[src/rtl/alu_pkg.sv]
// Shared types for the ALU issue/writeback slice: opcodes, flag bundle and
// register index.
package alu_pkg;

  localparam int NREGS = 4;

  typedef logic [1:0] reg_idx_t;

  typedef enum logic [2:0] {
    OP_ADD = 3'b000,
    OP_SUB = 3'b001,
    OP_AND = 3'b010,
    OP_OR  = 3'b011,
    OP_XOR = 3'b100,
    OP_MUL = 3'b101,
    OP_SHL = 3'b110,
    OP_SHR = 3'b111
  } alu_op_e;

  typedef struct packed {
    logic zero;
    logic carry;
    logic overflow;
  } alu_flags_t;

endpackage

[src/rtl/alu_regfile.sv]
// 4x4-bit architectural register file: two combinational read ports and one
// write port, cleared by reset.
module alu_regfile
  import alu_pkg::*;
(
  input  logic       clk,
  input  logic       rst_n,
  input  reg_idx_t   rd_addr_a,
  output logic [3:0] rd_data_a,
  input  reg_idx_t   rd_addr_b,
  output logic [3:0] rd_data_b,
  input  logic       wr_en,
  input  reg_idx_t   wr_addr,
  input  logic [3:0] wr_data
);

  logic [3:0] mem_reg [NREGS];

  generate
    for (genvar gi = 0; gi < NREGS; gi++) begin : g_entry
      always_ff @(posedge clk or negedge rst_n) begin
        if (!rst_n) begin
          mem_reg[gi] <= '0;
        end else if (wr_en && (wr_addr == reg_idx_t'(gi))) begin
          mem_reg[gi] <= wr_data;
        end
      end
    end
  endgenerate

  assign rd_data_a = mem_reg[rd_addr_a];
  assign rd_data_b = mem_reg[rd_addr_b];

endmodule

[src/rtl/alu_issue_stage.sv]
// Two-register issue/writeback wrapper around an external combinational ALU,
// with operand forwarding from the instruction leaving EX.
module alu_issue_stage
  import alu_pkg::*;
#(
  parameter int CNT_W = 8
) (
  input  logic             clk,
  input  logic             rst_n,
  input  logic             in_valid,
  output logic             in_ready,
  input  logic [2:0]       in_op,
  input  logic [1:0]       in_rd,
  input  logic [1:0]       in_rs1,
  input  logic [1:0]       in_rs2,
  input  logic             in_imm_en,
  input  logic [3:0]       in_imm,
  output logic [3:0]       alu_a,
  output logic [3:0]       alu_b,
  output logic [2:0]       alu_op,
  input  logic [3:0]       alu_result,
  input  logic             alu_zero,
  input  logic             alu_carry,
  input  logic             alu_overflow,
  output logic             out_valid,
  input  logic             out_ready,
  output logic [1:0]       out_rd,
  output logic [3:0]       out_result,
  output logic [2:0]       out_flags,
  output logic [CNT_W-1:0] retired
);

  logic       ex_valid_reg;
  logic [3:0] ex_a_reg;
  logic [3:0] ex_b_reg;
  alu_op_e    ex_op_reg;
  reg_idx_t   ex_rd_reg;

  logic       wb_valid_reg;
  reg_idx_t   wb_rd_reg;
  logic [3:0] wb_result_reg;
  alu_flags_t wb_flags_reg;

  logic [CNT_W-1:0] retired_reg;

  logic       ex_adv;
  logic       accept;
  logic       consume;
  logic [3:0] rf_a;
  logic [3:0] rf_b;
  logic [3:0] rs1_val;
  logic [3:0] rs2_val;
  logic [3:0] op_b_next;

  assign ex_adv   = ex_valid_reg && (!wb_valid_reg || out_ready);
  assign in_ready = !ex_valid_reg || ex_adv;
  assign accept   = in_valid && in_ready;
  assign consume  = wb_valid_reg && out_ready;

  // The regfile write of the advancing instruction lands on the same edge as
  // this read, so its result must be bypassed rather than read stale.
  assign rs1_val   = (ex_adv && (ex_rd_reg == in_rs1)) ? alu_result : rf_a;
  assign rs2_val   = (ex_adv && (ex_rd_reg == in_rs2)) ? alu_result : rf_b;
  assign op_b_next = in_imm_en ? in_imm : rs2_val;

  alu_regfile u_regfile (
    .clk       (clk),
    .rst_n     (rst_n),
    .rd_addr_a (in_rs1),
    .rd_data_a (rf_a),
    .rd_addr_b (in_rs2),
    .rd_data_b (rf_b),
    .wr_en     (ex_adv),
    .wr_addr   (ex_rd_reg),
    .wr_data   (alu_result)
  );

  always_ff @(posedge clk or negedge rst_n) begin
    if (!rst_n) begin
      ex_valid_reg <= 1'b0;
      ex_a_reg     <= '0;
      ex_b_reg     <= '0;
      ex_op_reg    <= OP_ADD;
      ex_rd_reg    <= '0;
    end else if (accept) begin
      ex_valid_reg <= 1'b1;
      ex_a_reg     <= rs1_val;
      ex_b_reg     <= op_b_next;
      ex_op_reg    <= alu_op_e'(in_op);
      ex_rd_reg    <= in_rd;
    end else if (ex_adv) begin
      ex_valid_reg <= 1'b0;
    end
  end

  // WB payload only changes on a load, keeping out_* stable under backpressure.
  always_ff @(posedge clk or negedge rst_n) begin
    if (!rst_n) begin
      wb_valid_reg  <= 1'b0;
      wb_rd_reg     <= '0;
      wb_result_reg <= '0;
      wb_flags_reg  <= '0;
    end else if (ex_adv) begin
      wb_valid_reg  <= 1'b1;
      wb_rd_reg     <= ex_rd_reg;
      wb_result_reg <= alu_result;
      wb_flags_reg  <= '{zero: alu_zero, carry: alu_carry, overflow: alu_overflow};
    end else if (consume) begin
      wb_valid_reg  <= 1'b0;
    end
  end

  always_ff @(posedge clk or negedge rst_n) begin
    if (!rst_n) begin
      retired_reg <= '0;
    end else if (consume) begin
      retired_reg <= retired_reg + 1'b1;
    end
  end

  assign alu_a      = ex_a_reg;
  assign alu_b      = ex_b_reg;
  assign alu_op     = ex_op_reg;
  assign out_valid  = wb_valid_reg;
  assign out_rd     = wb_rd_reg;
  assign out_result = wb_result_reg;
  assign out_flags  = wb_flags_reg;
  assign retired    = retired_reg;

endmodule
[config.mk]
export PLATFORM = sky130hd
export DESIGN_NAME = alu_issue_stage
export DESIGN_NICKNAME = d
export VERILOG_FILES = /design/src/rtl/alu_pkg.sv /design/src/rtl/alu_regfile.sv /design/src/rtl/alu_issue_stage.sv
export SDC_FILE = /design/constraint.sdc
export NUM_CORES = 1
export LEC_CHECK = 0
export BUFFER_PORTS_ARGS = -buffer_cell sky130_fd_sc_hd__buf_2
export CELL_PAD_IN_SITES_DETAIL_PLACEMENT = 1
export CELL_PAD_IN_SITES_GLOBAL_PLACEMENT = 2
export CORE_MARGIN = 1.5
export CORE_UTILIZATION = 36
export DETAILED_ROUTE_END_ITERATION = 10
export HOLD_SLACK_MARGIN = 0.06
export PLACE_DENSITY_LB_ADDON = 0.12
export SKIP_CTS_REPAIR_TIMING = 1
export SYNTH_ARGS = -nofsm -noshare
export SYNTH_HDL_FRONTEND = slang
export SYNTH_SLANG_ARGS = --single-unit
[constraint.sdc]
create_clock -name clk -period 1.45 [get_ports clk]
set_input_delay 0.0725 -clock clk [delete_from_list [all_inputs] [get_ports clk]]
set_output_delay 0.0725 -clock clk [all_outputs]
set_load 0.1 [all_outputs]
# Yosys cells after proc, flatten, opt, wreduce, memory -nomap -nowiden
# Cells that the tools add are included.
# W data, S select, Z words.
# totals
ramBits	0
reg_bits	48
in_bits	25
mem_bits_ro	0
wordCells	55
latchBits	0
memories	0
# classes
bitwise_logic	2
n_reduce_logical	16
order_cmp	2
shift	0
n_mux	13
n_eq_ne	5
multipliers	0
div_mod_pow	0
n_addsub	1
# op_table
op	count
$mux W4	7
$bmux W4 S2	2
$logic_and A1 B1 Y1	9
$add A8 B1 Y8 const B	1
$ge A3 B3 Y1 const B	2
$not A2 Y3	2
$eq A2 B2 Y1	2
$eq A2 B2 Y1 const B	2
$mux W1	4
$reduce_bool A2 Y1	2
$eq A2 B1 Y1 const B	1
$logic_not A1 Y1	2
$logic_not A2 Y1	1
$logic_or A1 B1 Y1	2

# Logic depth before layout (Yosys ltp)
# Gate-level depths: netlist of run 1.
# logic_depth
depth_word	6
mapped_depth	6
mapped_depth_nobuf	5

# Cells and area by module
# A second synthesis of run 1 with hierarchy kept.
# unflattened
cells_unflattened	163
area_unflattened_um2	2213.4
# by_module_without_submodules
module	instances	area_each_um2	cells_each	seq_area_each_um2
alu_issue_stage	1	1406.3	119	800.8
alu_regfile	1	807.0	44	400.4

# Worst setup path before layout of run 1
# OpenSTA, ideal clock, no wires.
# synth_path
path_type	register to register
start	reg wb_valid_reg, in the netlist out_valid
end	reg ex_b_reg[0], in the netlist alu_b[0]
required_time_ns	1.316
slack_ns	-0.953
path_stages_with_launch	7
arrival_time_ns	2.269
path_buffers	2
path_cell_list	dfrtp_1 nand3b_4 and2_4 buf_6 buf_6 o21ai_2 a31oi_2
# synth_via
elab_cells_between_ends	8
cone_classes	mux (2); reduce/logical (6)
# synth_lines
item	line	rtl
from (decl)	alu_issue_stage.sv:39	logic wb_valid_reg;
from (signal assigned)	alu_issue_stage.sv:99	wb_valid_reg <= 1'b0;
from (signal assigned)	alu_issue_stage.sv:104	wb_valid_reg <= 1'b1;
from (signal assigned)	alu_issue_stage.sv:109	wb_valid_reg <= 1'b0;
$logic_not A1 Y1	alu_issue_stage.sv:55	assign ex_adv = ex_valid_reg && (!wb_valid_reg || out_ready);
$logic_or A1 B1 Y1	alu_issue_stage.sv:55	
$logic_and A1 B1 Y1	alu_issue_stage.sv:55	
$logic_or A1 B1 Y1	alu_issue_stage.sv:56	assign in_ready = !ex_valid_reg || ex_adv;
net in_ready	alu_issue_stage.sv:11	output logic in_ready,
$logic_and A1 B1 Y1	alu_issue_stage.sv:57	assign accept = in_valid && in_ready;
to (signal assigned)	alu_issue_stage.sv:88	ex_b_reg <= op_b_next;
to (decl)	alu_issue_stage.sv:35	logic [3:0] ex_b_reg;
# The timed path passes the listed nets, and every way through them passes these cells.
# A chain may end at the register's enable or synchronous reset.

# Final worst setup path of run 1
# layout_path
start	reg wb_valid_reg, in the netlist out_valid
end	reg u_regfile.mem_reg[8] in the netlist's numbering
# layout_via
elab_chain_cells	4
# layout_rtl
item	line	rtl
$logic_not A1 Y1	alu_issue_stage.sv:55	
$logic_or A1 B1 Y1	alu_issue_stage.sv:55	
$logic_and A1 B1 Y1	alu_issue_stage.sv:55	
$logic_and A1 B1 Y1	alu_regfile.sv:24	end else if (wr_en && (wr_addr == reg_idx_t'(gi))) begin
to (signal, indexed assignment)	alu_regfile.sv:25	mem_reg[gi] <= wr_data;
to (decl)	alu_regfile.sv:17	logic [3:0] mem_reg [NREGS];
# No other way between the ends.

==> metrics.md, run 1 <==
| Metric | Value |
|---|---|
| Status | complete, but fails checks |
| Failing checks | design-rule violations |
| ANT nets after route | 0 |
| Hold Fails Final Rpt | 0 |
| Vias | 1726 |
| CP cell instances | nand2b_2 -> and2_4 -> nand3b_4 -> mux2_4 |
| Period utilization | 0.973 |
| VDD IR max | 0.800 mV |
| Met2 WL | approximately 3200 um |
| Minimum clock period | between 1 and 1.5 ns |
| Number of port buffers | 54 |
| Largest net degree at the start of global routing | 31 |
| Clock transition at path regs | ~0.080 ns |
| Synth top cells by count | dfrtp_1 (48), nand2_1 (32), mux2_4 (17) |
| Htree depth | 2 |
| Count leader, synth | dfrtp_1 |
| Share of layout cells above drive strength 1 | 0.490 |
| Number of synthesized register bits | 48 |
| Post-Syn Instances | 183 |
| Critical Path End Type | flip-flop |
| Worst hold path class | in -> reg |
| Worst-case clock skew | around 0.0057 ns |
| Worst Path Arrival | about 1.6 ns |
| Slowest cell on crit path | dfrtp_4 |
| Post-synth EDFFs | 0 |
| WL/cell | about 18 um |
| Synth top area share | 0.498 |
| Top cell type by total area after synthesis | dfrtp_1 |
| First-pass GRT wire length | around 9600 um |
| Drt pass-1 iters | 7 |
| Total power draw | about 6 mW |
| Max-slew headroom | 0.672 |
| Total grt overflow | 0 |
| Post-Syn Area | between 2000 and 2500 um2 |
| Worst Path Required | between 1.5 and 2 ns |
| Worst path top cell family by delay | simple AND/OR/NAND/NOR gates |
| Register area share after synthesis | 0.498 |
| Power per cell area | about 2000 nW/um2 |
| Final Util | 0.473 |
| TritonCTS Buffers | 5 |
| Average size of a mapped cell | around 13 um2 |
| CP Class | reg -> reg |
| CTS max path bufs | 2 |
| # setup viols final | 0 |
| Wire length on met1 | 2470 um |
| Violation count after the first detailed-route iteration | 49 |
| Final Non-Filler Cells | between 300 and 400 |
| Final nets | between 200 and 300 |
| Routed wire length | between 6000 and 7000 um |
| Residual DRC | 8 |
| Synth warn | 0 |
| Worst skew pair latency | roughly 0.3 ns |
| Die Footprint | between 7000 and 8000 um2 |
| Ys flop type | dfrtp_1 |
| Clk sink count | 48 |
| Die Y | between 80 and 90 um |
| Highest Signal Layer | met4 |
| Met3 wire length | around 280 um |
| Die extent in x | 84.9 um |
| Max-slew violation count | 0 |
| Fmax | about 700 MHz |
| Synth area leaders | dfrtp_1 (50%), mux2_4 (11%), mux4_2 (6.5%) |
| Clock tree from TritonCTS | built |
| Total track usage | 0.175 |
| Max FO, Critical Path | 8 |
| Dpl hpwl | roughly 4600 um |
| I/O pins | 55 |
| Area Growth Syn to Fin | 25.8% |
| Worst Tran Pin Value | a little under 0.5 ns |
| Hold WS | between 0.06 and 0.07 ns |
| RSZ-0062 raised after global routing | yes |
| Inst Count DP | 315 |
| Fraction of registers with async set/reset | 1.00 |
| Vias/cell | between 5 and 6 |
| Initial antenna violation count | 0 |
| Routability congestion estimate | approximately 0.84 |
| Syn Nets | roughly 210 |
| Maxcap violations | 0 |
| CTS Root Cell | clkbuf_8 |
| Core footprint | around 6400 um2 |
| CP bufs+invs | 0 |
| # rows | 29 |
| Largest register FFs | 16 |
| CP peak stage delay | 0.48 ns |
| P_leak | 1.46 nW |
| Critical Path Start Type | flip-flop |
| Number of distinct library cells after synthesis | 34 |
| Initial Util | 0.376 |
| Vias in the first global route | 1859 |
| Ant diodes | 0 |
stage by stage:
stage                     worst slack [ns]  TNS (ns)  instance area (um2)
after floorplan                     -0.357     -6.00                 2450
after global placement              0.0735         0                 2830
after detailed placement            0.0395         0                 2830
after CTS                           0.0215         0                 2930
after global routing              -0.00354  -0.00616                 3040
final                               0.0393         0                 3040
power by group:
part	switching [mW]	internal [mW]	leakage, nW
combinational	2.16	0.891	0.846
sequential	0.370	1.79	0.563
clock	0.421	0.425	0.0503
per-layer routing:
metal | global-route usage | vias up
li1 | - | 782
met3 | 0.0350 | 6
met4 | 0.0611 | 0
met1 | 0.209 | 891
met2 | 0.313 | 47
met5 | 0 | -
final timing paths:
kind | end | cells past startpoint | slack [ns] | start
setup / recovery | u_regfile.mem_reg[8]$_DFFE_PN0P_ | 4 | 0.04 | out_valid$_DFFE_PN0P_
hold / removal | ex_valid_reg$_DFFE_PN0P_ | 2 | 0.07 | in_valid
setup reg to reg | u_regfile.mem_reg[8]$_DFFE_PN0P_ | 4 | 0.04 | out_valid$_DFFE_PN0P_
hold reg to reg | retired[7]$_DFFE_PN0P_ | 1 | 0.47 | retired[7]$_DFFE_PN0P_
max in group asynchronous | u_regfile.mem_reg[6]$_DFFE_PN0P_ | 3 | 0.68 | rst_n
min in group asynchronous | alu_b[3]$_DFFE_PN0P_ | 2 | 0.26 | rst_n
cell type report:
cell class / instances / area, um2
fillers: 692 / 3390
multi-input cells: 127 / 1150
repair buffers: 73 / 467
flip-flops and latches: 48 / 1220
clock buffers: 7 / 96.3
well taps: 77 / 96.3
placed cells by master, fill, tap and decap left out, types with 2 or more instances in the layout:
cell type and instances:
and2_4 3, nand2_1 31, dfrtp_2 4, a21oi_1 4, nand3_1 8, buf_2 53
dfrtp_4 4, mux2i_1 4, nand4b_1 4, xnor2_1 8, buf_12 2, buf_4 8
dfrtp_1 40, nor2_1 5, dlygate4sd3_1 9, nand3b_4 3, mux4_2 7, xor2_1 3
a31oi_1 3, clkbuf_8 7, o21ai_1 2, mux2_4 17, o21ai_0 5, mux2_2 5
logic make-up after synthesis:
logic type,after synthesis,synth area share
and+or+nand+nor,64,0.159
DFF,48,0.498
muxes,34,0.222
AOI/OAI and AO/OA,16,0.0394
xor gates and xnor gates,11,0.0399
buffers and inverters,9,0.0373
adders and majority gates,1,0.00518
Note: power is estimated with default switching activity, not from simulation.
==> run 2, diff against run 1 <==
- BUFFER_PORTS_ARGS: -buffer_cell sky130_fd_sc_hd__buf_2 -> default
- CAP_MARGIN: default -> 20
- CORE_UTILIZATION: 36 -> 42
- DONT_BUFFER_PORTS: default -> 1
==> metrics.md, run 2 (synthesis gave the netlist of run 1 again) <==
| Metric | Value |
|---|---|
| ANT nets after route | 0 (unchanged) |
| Max-slew headroom | 0.758 (+0.0857) |
| Minimum clock period | 1.46 ns (+0.0450 ns) |
| # setup viols final | 4 (+4) |
| Worst skew pair latency | 0.29 ns (about the same) |
| Die extent in x | 78.8 um (-7.2%) |
| Share of layout cells above drive strength 1 | 0.414 (-0.0760) |
| Clock transition at path regs | 0.09 ns (about the same) |
| Total track usage | 0.196 (+0.0212) |
| Final Util | 0.558 (+0.0854) |
| Ant diodes | 0 (unchanged) |
| Hold Crit Start | in_valid |
| DP Area | 2720 um2 (-3.8%) |
| Post-route setup TNS | -0.0189 ns (-0.0189 ns) |
| Area Growth Syn to Fin | 28.1% |
| Worst Path Arrival | 1.64 ns (+0.04 ns) |
| Status | complete, but fails checks |
| First-pass GRT wire length | 9200 um (-4.7%) |
| Hold Fails Final Rpt | 0 (unchanged) |
| # rows | 27 (-6.9%) |
| Sequential standard cell area | 1220 um2 (-0.20%) |
| Htree depth | 2 (unchanged) |
| TritonCTS Buffers | 5 (unchanged) |
| Total power draw | 6.34 mW (+4.7%) |
| Vias/cell | 5.26 (+1.1%) |
| Worst hold path class | in -> reg |
| CP Launch Point | out_valid$_DFFE_PN0P_ |
| Worst Tran Pin Value | 0.362 ns (-0.133 ns) |
| Final Non-Filler Cells | 311 (-6.3%) |
| Critical Path End Type | flip-flop |
| Final worst slack | -0.00576 ns (-0.0450 ns) |
| Critical Path Start Type | flip-flop |
| Max-slew violation count | 0 (unchanged) |
| Drt pass-1 iters | 4 (-3) |
| Failing checks | negative setup slack |
| # fillers | 569 (-18%) |
| Fmax | 687 MHz (-3.1%) |
| Final Cell Area | 3090 um2 (+1.9%) |
| Maxcap violations | 0 (unchanged) |
| Residual DRC | 0 (-8) |
| Clk sink count | 48 (unchanged) |
| Largest register FFs | 16 (unchanged) |
| Worst Path Required | 1.64 ns (about the same) |
| P_leak | 1.44 nW (-1.2%) |
| Most frequent cells in the layout | dfrtp_1 (42), buf_4 (38), nand2_1 (31) |
| Final nets | 264 (-6.0%) |
| Routability congestion estimate | 0.781 (-6.9%) |
| VDD IR max | 1.24 mV (+55%) |
| CP Class | reg -> reg |
| Vias in the first global route | 1750 (-5.9%) |
| Die Footprint | 6210 um2 (-14%) |
| Multi-input logic area | 1160 um2 (+0.65%) |
| CTS Root Cell | clkbuf_8 |
| Vias | 1635 (-5.3%) |
| Inst Count DP | 282 (-10%) |
| Hold WS | 0.0545 ns (-0.0113 ns) |
| Routed wire length | 5830 um (-3.6%) |
| Largest net degree at the start of global routing | 49 (+58%) |
| Place WS | -0.0227 ns (-0.0621 ns) |
| Power per cell area | 2050 nW/um2 (+2.8%) |
| Core footprint | 5540 um2 (-14%) |
| Period utilization | 1.00 (+0.0311) |
| Violation count after the first detailed-route iteration | 35 (-29%) |
| CTS max path bufs | 2 (unchanged) |
| Clock tree from TritonCTS | built |
| Initial Util | 0.436 (+0.0598) |
| I/O pins | 55 (unchanged) |
| Initial antenna violation count | 0 (unchanged) |
| Dpl hpwl | 4130 um (-9.5%) |
| Max FO, Critical Path | 5 (-3) |
| WL/cell | 18.8 um (+2.9%) |
| Total grt overflow | 0 (unchanged) |
| Number of port buffers | 0 (-100%) |
| RSZ-0062 raised after global routing | yes |
| Leading cell type in the layout, fill and taps excluded | dfrtp_1 |
| Reg2reg start | out_valid$_DFFE_PN0P_ |
| Die Y | 78.8 um (-7.2%) |
| Worst-case clock skew | 0.00947 ns (+0.00376 ns) |
==> run 2: power breakdown <==
| part | switching (mW) | leakage (nW) | internal (mW) |
|---|---|---|---|
| combinational | 2.13 | 0.812 | 1.00 |
| clock | 0.435 | 0.0645 | 0.609 |
| sequential | 0.379 | 0.565 | 1.79 |
| total | 2.94 | 1.44 | 3.40 |
==> run 2: worst paths after layout <==
path	endpoint	slack, ns	cells after the start
setup reg to reg	u_regfile.mem_reg[12]$_DFFE_PN0P_	-0.006	4
setup / recovery	u_regfile.mem_reg[12]$_DFFE_PN0P_	-0.006	4
max in group asynchronous	out_valid$_DFFE_PN0P_	0.92	2
hold reg to reg	retired[7]$_DFFE_PN0P_	0.48	1
hold / removal	alu_b[3]$_DFFE_PN0P_	0.05	3
min in group asynchronous	retired[6]$_DFFE_PN0P_	0.30	2
==> run 2: final cells by class <==
type	count	area share
clock buffer	7	0.0312
clock inverter	1	0.00971
multi-input combinational	126	0.376
sequential	48	0.394
tap	72	0.0291
timing repair buffer	57	0.160
==> run 2: routing by layer <==
metal | share of wire | vias to the layer above | track usage
li1 | - | 749 | -
met1 | 0.44 | 850 | 0.250
met2 | 0.52 | 34 | 0.341
met3 | 0.033 | 2 | 0.0356
met4 | 0.0050 | 0 | 0.0536
met5 | 0 | - | 0
==> run 2: critical path: stages, from the launching register on <==
cell,delay (ns)
dfrtp_4,0.53
nand2b_4,0.11
nand2_4,0.06
nor3_4,0.27
mux2_2,0.37
==> run 3, diff against run 2 <==
- CELL_PAD_IN_SITES_GLOBAL_PLACEMENT: 2 -> 1
- CORE_MARGIN: 1.5 -> 5
- CORE_UTILIZATION: 42 -> 45
==> metrics.md, run 3 (synthesis gave the netlist of run 1 again) <==
| Metric | Value |
|---|---|
| Status | complete, but fails checks |
| Failing checks | negative setup slack |
| Residual DRC | 0 (unchanged) |
| Initial Util | 0.467 (+0.0310) |
| ANT nets after route | 0 (unchanged) |
| Htree depth | 2 (unchanged) |
| RSZ-0062 raised after global routing | yes |
| Worst Path Required | 1.64 ns (about the same) |
| Clk sink count | 48 (unchanged) |
| WHS Path Cells | 3 (unchanged) |
| Critical Path End Type | flip-flop |
| # rows | 26 (-3.7%) |
| Worst skew pair latency | 0.30 ns (about the same) |
| First-pass GRT wire length | 9160 um (-0.45%) |
| Worst-case clock skew | 0.00356 ns (-0.00590 ns) |
| Hold WS | 0.0461 ns (-0.00843 ns) |
| Total track usage | 0.166 (-0.0303) |
| TritonCTS Buffers | 5 (unchanged) |
| Most frequent cells in the layout | dfrtp_1 (42), buf_4 (37), nand2_1 (31) |
| Worst Path Arrival | 1.65 ns (about the same) |
| Maxcap violations | 0 (unchanged) |
| Clock transition at path regs | 0.09 ns (about the same) |
| Max-slew headroom | 0.762 (+0.00367) |
| Largest net degree at the start of global routing | 49 (unchanged) |
| Drt pass-1 iters | 4 (unchanged) |
| Initial antenna violation count | 1 (+1) |
| Place WS | -0.0167 ns (+0.00602 ns) |
| Area Growth Syn to Fin | 29.9% |
| Routability congestion estimate | 0.834 (+6.8%) |
| Final worst slack | -0.00704 ns (-0.00129 ns) |
| Critical Path Start Type | flip-flop |
| CTS Root Cell | clkbuf_8 |
| Die extent in x | 83.2 um (+5.6%) |
| Worst hold path class | in -> reg |
| VDD IR max | 0.985 mV (-20%) |
| # fillers | 521 (-8.4%) |
| CTS max path bufs | 2 (unchanged) |
| Worst Tran Pin Value | 0.356 ns (-0.00549 ns) |
| Vias in the first global route | 1737 (-0.74%) |
| Total grt overflow | 0 (unchanged) |
| Max-slew violation count | 0 (unchanged) |
| Minimum clock period | 1.46 ns (+0.00129 ns) |
| Fmax | 686 MHz (about the same) |
| Max FO, Critical Path | 5 (unchanged) |
| Die Y | 83.2 um (+5.6%) |
| P_leak | 1.47 nW (+2.0%) |
| Core footprint | 5170 um2 (-6.6%) |
| Leading cell type in the layout, fill and taps excluded | dfrtp_1 |
| Violation count after the first detailed-route iteration | 58 (+66%) |
| Vias | 1675 (+2.4%) |
| WL/cell | 19.5 um (+4.0%) |
| I/O pins | 55 (unchanged) |
| # setup viols final | 1 (-3) |
| Routed wire length | 6030 um (+3.3%) |
| Hold Fails Final Rpt | 0 (unchanged) |
| Vias/cell | 5.42 (+3.1%) |
| Die Footprint | 6930 um2 (+12%) |
| Sequential standard cell area | 1220 um2 (unchanged) |
| Length in cells of the worst reg-to-reg path | 5 (+1) |
| Power per cell area | 2120 nW/um2 (+3.5%) |
| Clock tree from TritonCTS | built |
| Period utilization | 1.00 (about the same) |
| Dpl hpwl | 4220 um (+2.4%) |
| Total power draw | 6.66 mW (+5.0%) |
| Largest register FFs | 16 (unchanged) |
| Final nets | 263 (-0.38%) |
| CP Class | reg -> reg |
| Post-route setup TNS | -0.00704 ns (+0.0118 ns) |
| Share of layout cells above drive strength 1 | 0.420 (+0.00594) |
| Number of port buffers | 0 (unchanged) |
| Multi-input logic area | 1180 um2 (+1.5%) |
## run 3: path summary, 6_finish.rpt
path | from | end | slack, ns
worst max-delay path | out_valid$_DFFE_PN0P_ | u_regfile.mem_reg[14]$_DFFE_PN0P_ | -0.007
worst min-delay path | in_imm_en | alu_b[2]$_DFFE_PN0P_ | 0.05
worst max register to register | out_valid$_DFFE_PN0P_ | u_regfile.mem_reg[14]$_DFFE_PN0P_ | -0.007
worst min register to register | retired[7]$_DFFE_PN0P_ | retired[7]$_DFFE_PN0P_ | 0.49
max in group asynchronous | rst_n | retired[1]$_DFFE_PN0P_ | 0.92
min in group asynchronous | rst_n | retired[7]$_DFFE_PN0P_ | 0.31
## run 3: cell type report
type | count | area share
clock buffers | 5 | 0.0219
well taps | 70 | 0.0279
repair buffers | 56 | 0.156
flip-flops and latches | 48 | 0.389
clock inverters | 3 | 0.0287
diodes | 1 | 0.000798
multi-input cells | 126 | 0.376
## run 3: layer usage
layer | vias to the layer above | track usage | wire length, um
met2 | 53 | 0.297 | 3150
met3 | 10 | 0.0614 | 392
li1 | 753 | - | -
met4 | 0 | 0.0416 | 110
met1 | 859 | 0.185 | 2370
met5 | - | 0 | 0
## run 3: through the flow
step | std cells | utilization | instance area, um2
after global placement | 280 | 0.526 | 2720
final | 309 | 0.606 | 3140
after floorplan | 183 | - | 2450
after detailed placement | 280 | 0.526 | 2720
after CTS | 288 | 0.556 | 2880
after global routing | 309 | 0.606 | 3140
## run 3: where the power goes
part / switching (mW) / internal (mW) / total [mW]
registers: 0.375 / 1.78 / 2.16
logic: 2.15 / 1.02 / 3.17
clock network: 0.462 / 0.862 / 1.32
## run 3: worst max-delay path, stage by stage (launching register included)
cell and delay (ns):
dfrtp_4 0.53, nand2b_4 0.11, nand2_4 0.06, nor3_4 0.20, buf_6 0.15, mux2_4 0.30
